--- src/rtl/tetris_pkg.sv ---
// tetris_pkg: shared geometry, piece encodings, spawn masks, state enum and
// column masks for the 4-wide by 8-tall board controller.
package tetris_pkg;

  localparam int unsigned ROWS      = 8;
  localparam int unsigned COLS      = 4;
  localparam int unsigned CELLS     = ROWS * COLS;
  localparam int unsigned ROW_IDX_W = $clog2(ROWS);

  typedef enum logic [1:0] {
    PIECE_DOT    = 2'b00,
    PIECE_BAR    = 2'b01,
    PIECE_SQUARE = 2'b10,
    PIECE_L      = 2'b11
  } piece_e;

  // Spawn masks, cell index = 4*row + col, row 0 at the top
  localparam logic [CELLS-1:0] MASK_DOT    = 32'h0000_0002;
  localparam logic [CELLS-1:0] MASK_BAR    = 32'h0000_0006;
  localparam logic [CELLS-1:0] MASK_SQUARE = 32'h0000_0066;
  localparam logic [CELLS-1:0] MASK_L      = 32'h0000_0062;

  localparam logic [CELLS-1:0] COL0_MASK = 32'h1111_1111;
  localparam logic [CELLS-1:0] COL3_MASK = 32'h8888_8888;

  typedef enum logic [2:0] {
    IDLE  = 3'd0,
    SPAWN = 3'd1,
    FALL  = 3'd2,
    LOCK  = 3'd3,
    CLEAR = 3'd4,
    OVER  = 3'd5
  } state_e;

  // Map a piece selector to its spawn mask
  function automatic logic [CELLS-1:0] spawn_mask(input logic [1:0] sel);
    logic [CELLS-1:0] m;
    case (piece_e'(sel))
      PIECE_DOT:    m = MASK_DOT;
      PIECE_BAR:    m = MASK_BAR;
      PIECE_SQUARE: m = MASK_SQUARE;
      default:      m = MASK_L;
    endcase
    return m;
  endfunction

endpackage

--- src/rtl/tetris_game_ctrl_row_collapse.sv ---
// row_collapse: combinational full-row removal.
//   board     - locked board
//   found     - at least one full row exists
//   collapsed - board with the bottom-most full row removed, rows above it
//               shifted down one, row 0 zeroed (equals board when !found)
module row_collapse
  import tetris_pkg::*;
(
  input  logic [CELLS-1:0] board,
  output logic             found,
  output logic [CELLS-1:0] collapsed
);

  logic [ROW_IDX_W-1:0] idx;

  // Last match wins, so idx ends on the highest-index (bottom-most) full row
  always_comb begin
    found = 1'b0;
    idx   = '0;
    for (int r = 0; r < ROWS; r++) begin
      if (board[r*COLS +: COLS] == {COLS{1'b1}}) begin
        found = 1'b1;
        idx   = ROW_IDX_W'(r);
      end
    end
  end

  always_comb begin
    collapsed = board;
    if (found) begin
      for (int r = 1; r < ROWS; r++) begin
        if (ROW_IDX_W'(r) <= idx) begin
          collapsed[r*COLS +: COLS] = board[(r-1)*COLS +: COLS];
        end
      end
      collapsed[0 +: COLS] = '0;
    end
  end

endmodule

--- src/rtl/tetris_game_ctrl.sv ---
// tetris_game_ctrl: sequencing controller for a 4x8 board. Owns the locked
// board and active-piece mask; spawns, moves, drops, locks and clears rows.
//   clka, rst        - clock, async active-high reset
//   start            - begin a new game (IDLE/OVER only)
//   tick             - gravity pulse (FALL only)
//   btn_left/right   - move requests (FALL only)
//   piece_sel        - shape sampled in SPAWN
//   board_out        - locked board OR active mask
//   game_over        - high in OVER
//   lines            - saturating cleared-row count
//   busy             - high in LOCK/CLEAR/SPAWN
module tetris_game_ctrl
  import tetris_pkg::*;
#(
  parameter int unsigned LINES_W = 8
) (
  input  logic               clka,
  input  logic               rst,
  input  logic               start,
  input  logic               tick,
  input  logic               btn_left,
  input  logic               btn_right,
  input  logic [1:0]         piece_sel,
  output logic [CELLS-1:0]   board_out,
  output logic               game_over,
  output logic [LINES_W-1:0] lines,
  output logic               busy
);

  state_e             state, state_d;
  logic [CELLS-1:0]   board, board_d;
  logic [CELLS-1:0]   mask, mask_d;
  logic [LINES_W-1:0] lines_d;
  logic [CELLS-1:0]   spawn;
  logic               row_found;
  logic [CELLS-1:0]   board_collapsed;

  row_collapse u_row_collapse (
    .board     (board),
    .found     (row_found),
    .collapsed (board_collapsed)
  );

  assign spawn = spawn_mask(piece_sel);

  // State and datapath registers
  always_ff @(posedge clka or posedge rst) begin
    if (rst) begin
      state <= IDLE;
      board <= '0;
      mask  <= '0;
      lines <= '0;
    end else begin
      state <= state_d;
      board <= board_d;
      mask  <= mask_d;
      lines <= lines_d;
    end
  end

  // Next-state and datapath update
  always_comb begin
    state_d = state;
    board_d = board;
    mask_d  = mask;
    lines_d = lines;
    case (state)
      IDLE, OVER: begin
        if (start) begin
          board_d = '0;
          mask_d  = '0;
          lines_d = '0;
          state_d = SPAWN;
        end
      end
      SPAWN: begin
        if ((spawn & board) != '0) begin
          mask_d  = '0;
          state_d = OVER;
        end else begin
          mask_d  = spawn;
          state_d = FALL;
        end
      end
      FALL: begin
        // Gravity wins over any simultaneous move
        if (tick) begin
          if ((mask[CELLS-1 -: COLS] != '0) || (((mask << COLS) & board) != '0)) begin
            state_d = LOCK;
          end else begin
            mask_d = mask << COLS;
          end
        end else if (btn_left && !btn_right) begin
          if (((mask & COL0_MASK) == '0) && (((mask >> 1) & board) == '0)) begin
            mask_d = mask >> 1;
          end
        end else if (btn_right && !btn_left) begin
          if (((mask & COL3_MASK) == '0) && (((mask << 1) & board) == '0)) begin
            mask_d = mask << 1;
          end
        end
      end
      LOCK: begin
        board_d = board | mask;
        mask_d  = '0;
        state_d = CLEAR;
      end
      CLEAR: begin
        if (row_found) begin
          board_d = board_collapsed;
          if (lines != {LINES_W{1'b1}}) begin
            lines_d = lines + LINES_W'(1);
          end
        end else begin
          state_d = SPAWN;
        end
      end
      default: state_d = IDLE;
    endcase
  end

  assign board_out = board | mask;
  assign game_over = (state == OVER);
  assign busy      = (state == LOCK) || (state == CLEAR) || (state == SPAWN);

endmodule

--- config.mk ---
export PLATFORM = sky130hd
export DESIGN_NAME = tetris_game_ctrl
export DESIGN_NICKNAME = d
export VERILOG_FILES = /design/src/rtl/tetris_pkg.sv /design/src/rtl/tetris_game_ctrl_row_collapse.sv /design/src/rtl/tetris_game_ctrl.sv
export SDC_FILE = /design/constraint.sdc
export NUM_CORES = 1
export LEC_CHECK = 0
export CORE_MARGIN = 8
export CORE_UTILIZATION = 50
export DETAILED_ROUTE_END_ITERATION = 8
export HOLD_SLACK_MARGIN = 0.08
export PLACE_DENSITY = 0.71
export SKIP_CTS_REPAIR_TIMING = 1
export SLEW_MARGIN = 10
export SYNTH_ARGS = -nofsm -noshare
export SYNTH_HDL_FRONTEND = slang
export SYNTH_HIERARCHICAL = 1
export SYNTH_SLANG_ARGS = --single-unit
--- constraint.sdc ---
create_clock -name clka -period 7.8 [get_ports clka]
set_input_delay 0.78 -clock clka [delete_from_list [all_inputs] [get_ports clka]]
set_output_delay 0.78 -clock clka [all_outputs]
set_load 0.03 [all_outputs]
==> metrics.cfg, run 1 <==
[drt]
wirelength_um = 16800
ant_nets = 0
wl_per_cell_um = 20.8
drt-initial-drc-count = 664
route.vias.total = 5159
drc = 0
dr.pass1.iters = 6
viasPerCell = 6.38

[timing]
slew_headroom_pct = 25.5
drv_slew = 0
fin_crit_ns = 3.43
fin_crit_sh_pct = 44.0
worstMarginPinSlew_ns = 1.12
setup_viol = 0
finalWorstSetupSlack_ns = 4.37
rsz0062_at_grt = no
clock-skew-final_ns = 0.0105
hold_viol = 0
whs_ns = 0.522
fin_setup_tns_ns = 0
max_freq_mhz = 291

[placed_design]
hpwl_um = 11000
gp_congestion = 0.961
dpl-instance-area_sq_um = 6020
io_buffers = 49
pre_cts_slack_ns = 4.04

[clock_network]
clock_latency_ns = 0.37
cts_tree = done
clk_pin_slew_ns = 0.08
numCtsBuffers = 9
clock_sinks = 75
clock-root-buffer = clkbuf_8
cts.path.max_buffers = 2
htreeDepth = 3

[power]
p_per_area_nw_per_um2 = 239
comb_power_share_pct = 41.4
ir_drop_uv = 212
internal_power_uw = 840
clkPwrFrac_pct = 20.6
p_switching_uw = 643
seqPwrFrac_pct = 38.0
leakage_uw = 0.00281
p_sw_share_pct = 43.3

[worst_hold_path]
min_path_type = flip-flop to flip-flop
min_path_cells = 1
hold_end = lines[7]
holdCritStartpoint = lines[7]

[worst_setup_path]
startpoint_type = flip-flop
reg2reg_slack_ns = 4.37
reg2reg_depth = 12
crit_path_end_kind = flip-flop
crit_type = flip-flop to flip-flop
crit_required_ns = 8.09
r2r-start = board[24]
crit_arrival_ns = 3.72
r2r-end = board[29]
crit_fanout = 33

[global_routing]
first_global_vias = 4856
grt_pass1_wl_um = 26800
grtUsageTotal_pct = 22.9
grt_max_degree = 76
overflow = 0
antenna_found_initial = 0

[final_layout]
finalNetCount = 675
fillCellCount = 979
final_cell_mix = 98 x a21oi_1, 75 x dfrtp_1, 68 x nor2_1, 53 x nand2_1, 48 x clkdlybuf4s50_1
syn2layout_area_growth_pct = 10.9
diodes = 0
finish.utilization_pct = 57.0
layout_commonest_cell = a21oi_1
fin_area_sq_um = 6200
drive_gt1_share_pct = 16.0

[floorplanning]
rows = 38
die_y_um = 122
num_io_pins = 50
start_util_pct = 51.4
die_area_sq_um = 14800
die_w_um = 122
core_area_sq_um = 10900

[logic_synthesis]
synth_fa_ha_area_share_pct = 0.671
synth_xor_area_share_pct = 0.156
dominantRegCellSynth = dfrtp_1
synth_top_area_share_pct = 33.5
synth_edf_count = 0
synth_top_family_by_area = simple AND/OR/NAND/NOR gates
ys_types = 49
synth-seq-cells = 75
yosys.area_share.simple_pct = 22.9
synth_nets = 667
netlist_instances = 656
synth-compound-area-share_pct = 21.0
synth_area_leaders = dfrtp_1 34%, a21oi_1 8.9%, mux2_4 8.0%
seq_area_frac_synth_pct = 33.5
avgSynthCellArea_sq_um = 8.53
synthMuxAreaShare_pct = 15.6
synth_warnings = 6
ys_async_sr_fraction_pct = 100
synth_area_leader_cell = dfrtp_1
synthesis.area_sq_um = 5600

[run]
cap_violations = 0

[outcome]
status = complete, no violations

[cell usage after synthesis (all sizes together) (2+ instances only)]
cell,instances
mux2i,29
o21a,8
o41ai,5
clkbuf,44
nand2,54
o22a,6
nor3b,2
o21bai,2
a221oi,5
nor2,69
nand4,13
a31oi,6
ha,3
o22ai,4
a22o,4
a21oi,99
or3,4
nand2b,34
and3,9
buf,13
nor2b,4
nor3,4
a211oi,3
inv,12
mux2,42
nand3,11
or2,36
or4,2
dfrtp,75
nor4,6
a22oi,33
o21ai,8
[power by group through the flow]
stage / Sequential, uW / Clock, uW / Combinational [uW]
floorplan: 519 / 0 / 479
global placement: 562 / 0 / 606
detailed placement: 563 / 0 / 616
CTS: 556 / 313 / 616
global route: 570 / 329 / 662
finish: 563 / 306 / 614
[kinds of logic after synthesis]
| logic type | count (synthesis) |
|---|---|
| AO/OA/AOI/OAI | 187 |
| XOR/XNOR | 1 |
| buffers and inverters | 69 |
| flip-flops | 75 |
| adder cells (fa/ha/maj) | 3 |
| multiplexers | 71 |
| AND/OR/NAND/NOR | 250 |
[through the flow]
stage / total power, uW / cells
2_1_floorplan: 998 / 656
3_3_place_gp: 1170 / 793
3_5_place_dp: 1180 / 793
4_1_cts: 1490 / 809
5_1_grt: 1560 / 809
6_report: 1480 / 809
[state kept, by name (all words and copies together), names as in the netlist]
| signal | count |
|---|---|
| state | 3 |
| lines | 8 |
| mask | 32 |
| board | 32 |
[metal layers]
| layer | track usage, % | vias up | part of all wire [%] |
|---|---|---|---|
| li1 | - | 2363 | - |
| met1 | 31.3 | 2508 | 43 |
| met2 | 34.1 | 250 | 46 |
| met3 | 5.74 | 38 | 8.7 |
| met4 | 8.79 | 0 | 2.3 |
| met5 | 0 | - | 0 |
[worst max-delay path by stage]
| stage | cells after the start | from | slack [ns] | end |
|---|---|---|---|---|
| detailed placement | 6 | btn_left | 4.04 | mask[29] |
| floorplan | 1 | rst | 5.11 | board[0] |
| global placement | 6 | btn_left | 4.10 | mask[29] |
| global route | 12 | board[30] | 4.12 | board[4] |
| CTS | 12 | board[25] | 4.42 | board[6] |
| finish | 12 | board[24] | 4.37 | board[29] |
[worst max-delay path, stage by stage, from the launching register on]
cell,delay (ns)
dfrtp_1,0.56
nand4_2,0.24
nand2_4,0.20
or3_1,0.47
or2_1,0.18
nor2b_1,0.27
nand2_1,0.13
a21oi_2,0.13
buf_4,0.35
o21bai_2,0.19
buf_4,0.35
a21oi_1,0.12
a21oi_1,0.14
[layout make-up]
cell class	instances	area, sq um	share of cell area, %
inverters	12	45.0	0.726
clock inverters	2	35.0	0.565
multi-input cells	512	3400	54.7
well taps	140	175	2.82
clock buffers	14	153	2.46
flip-flops and latches	75	1880	30.2
repair buffers	54	523	8.43
(Power assumes the default switching activity.)
==> run 2: changes to the inputs <==
- PLACE_DENSITY: 0.71 -> 0.74
- clock period: 7.8 -> 3 ns (I/O delays scaled with it)
==> metrics.cfg, run 2 (synthesis results as in run 1) <==
[final_layout]
final_cell_mix = 98 x a21oi_1, 75 x dfrtp_1, 68 x nor2_1, 53 x nand2_1, 48 x clkdlybuf4s50_1
finish.utilization_pct = 58.9  ; +1.9 points
multi_input_area_sq_um = 3400  ; unchanged
fin_cells = 837  ; +3.5%
reg_top3 = board (32), mask (32), lines (8)
regArea_sq_um = 1880  ; unchanged
drive_gt1_share_pct = 19.7  ; +3.7 points
fillCellCount = 999  ; +2.0%
syn2layout_area_growth_pct = 14.6
diodes = 0  ; unchanged
finalNetCount = 703  ; +4.1%
layout_commonest_cell = a21oi_1

[global_routing]
grtUsageTotal_pct = 25.4  ; +2.5 points
first_global_vias = 5193  ; +6.9%
overflow = 0  ; unchanged
grt_max_degree = 76  ; unchanged
grt_pass1_wl_um = 29300  ; +9.5%
grt.busiest_layer = met2
use_met1_pct = 35.8  ; +4.5 points
use_met2_pct = 37.5  ; +3.5 points
antenna_found_initial = 0  ; unchanged
grt_use_met3_pct = 4.77  ; -0.97 points

[worst_setup_path]
crit_fanout = 29  ; -12%
crit_required_ns = 3.24  ; -4.85 ns
critPathLaunch = mask[16]
crit_path_end_kind = flip-flop
startpoint_type = flip-flop
crit_arrival_ns = 3.09  ; -0.63 ns
r2r-start = mask[16]
crit_type = flip-flop to flip-flop

[power]
power_uw = 3900  ; +160%
seqPwrFrac_pct = 35.6  ; -2.4 points
leakage_uw = 0.00295  ; +5.0%
internal_power_uw = 2150  ; +160%
comb_power_share_pct = 46.6  ; +5.2 points
p_per_area_nw_per_um2 = 608  ; +150%
p_switching_uw = 1740  ; +170%
p_sw_share_pct = 44.8  ; +1.4 points
ir_drop_uv = 613  ; +190%
clkPwrFrac_pct = 17.8  ; -2.8 points

[placed_design]
gp_congestion = 0.985  ; +2.5%
dpl.cell_count = 821  ; +3.5%
pre_cts_slack_ns = 0.272  ; -3.77 ns
hpwl_um = 12700  ; +16%
io_buffers = 49  ; unchanged

[floorplanning]
num_io_pins = 50  ; unchanged
rows = 38  ; unchanged
die_w_um = 122  ; unchanged
die_area_sq_um = 14800  ; unchanged
die_y_um = 122  ; unchanged
core_area_sq_um = 10900  ; unchanged
start_util_pct = 51.4  ; unchanged

[timing]
worstMarginPinSlew_ns = 0.553  ; -0.563 ns
fin_setup_tns_ns = 0  ; unchanged
slew_headroom_pct = 63.0  ; +38 points
hold_viol = 0  ; unchanged
fin_crit_sh_pct = 94.8  ; +51 points
finalWorstSetupSlack_ns = 0.156  ; -4.21 ns
clock-skew-final_ns = 0.0121  ; +0.00161 ns
rsz0062_at_grt = no
setup_viol = 0  ; unchanged
drv_slew = 0  ; unchanged
fin_crit_ns = 2.84  ; -0.590 ns
max_freq_mhz = 352  ; +21%

[drt]
dr.pass1.iters = 7  ; +1
viasPerCell = 6.52  ; +2.2%
drc = 0  ; unchanged
wirelength_um = 18600  ; +10%
drt-initial-drc-count = 799  ; +20%
route.vias.total = 5454  ; +5.7%
ant_nets = 0  ; unchanged
wl_per_cell_um = 22.2  ; +6.8%

[clock_network]
cts_tree = done
htreeDepth = 3  ; unchanged
clk_pin_slew_ns = 0.08  ; about the same
clock_latency_ns = 0.37  ; about the same
clock_sinks = 75  ; unchanged
cts.path.max_buffers = 2  ; unchanged
clock-root-buffer = clkbuf_8
numCtsBuffers = 9  ; unchanged

[worst_hold_path]
min_path_type = input pin to flip-flop
holdCritStartpoint = tick

[run]
cap_violations = 0  ; unchanged

[outcome]
status = complete, no violations

[run 2: changes by cell type in the layout (fill, tap and decap cells not counted)]
cell,previous run,this run
buf_4,5,31
buf_12,0,2
clkbuf_1,4,2
clkinv_2,1,3
clkinvlp_4,0,2
bufinv_16,1,0
clkbuf_8,10,9
[run 2: layout make-up]
| class | count | area share (%) |
|---|---|---|
| inverter | 12 | 0.702 |
| tap | 140 | 2.73 |
| multi-input combinational | 512 | 53.0 |
| sequential | 75 | 29.3 |
| timing repair buffer | 82 | 11.8 |
| clock inverter | 5 | 0.468 |
| clock buffer | 11 | 2.05 |
[run 2: per-stage QoR]
stage          cell area [sq um]  hold WS [ns]
5_1_grt                     6410         0.271
2_1_floorplan               5600         0.477
3_3_place_gp                6250         0.493
6_report                    6410         0.262
3_5_place_dp                6250         0.513
4_1_cts                     6410         0.248
[run 2: power by group through the flow]
stage	Clock [uW]	Sequential, uW	Combinational, uW
floorplan	0	1350	1250
global placement	0	1390	1770
detailed placement	0	1400	1790
CTS	711	1380	1800
global route	743	1410	1920
finish	695	1390	1810
[run 2: worst paths after layout]
kind	slack, ns	to	cells past startpoint
setup reg to reg	0.16	mask[29]	6
setup / recovery	0.16	mask[29]	6
max in group asynchronous	2.31	board[27]	3
hold / removal	0.26	state[0]	3
min in group asynchronous	0.34	mask[31]	3
hold reg to reg	0.53	lines[7]	1
[run 2: metal layers]
metal  vias to the layer above  part of all wire (%)  routed length [um]
li1                       2419                     -                   -
met1                      2675                    44                8090
met2                       298                    45                8310
met3                        62                   8.7                1620
met4                         0                   3.1                 576
met5                         -                     0                   0
[run 2: worst max-delay path: stages (launching register included)]
cell and delay [ns]:
dfrtp_1 0.48, nor4_1 0.44, nand4_1 0.16, or4_4 0.60
a221oi_4 0.37, buf_12 0.28, mux2_2 0.37
==> run 3: changes to the inputs <==
- CAP_MARGIN: unset -> 20
==> results of run 3 <==
Final layout, timing and power as in run 2 (identical DEF).
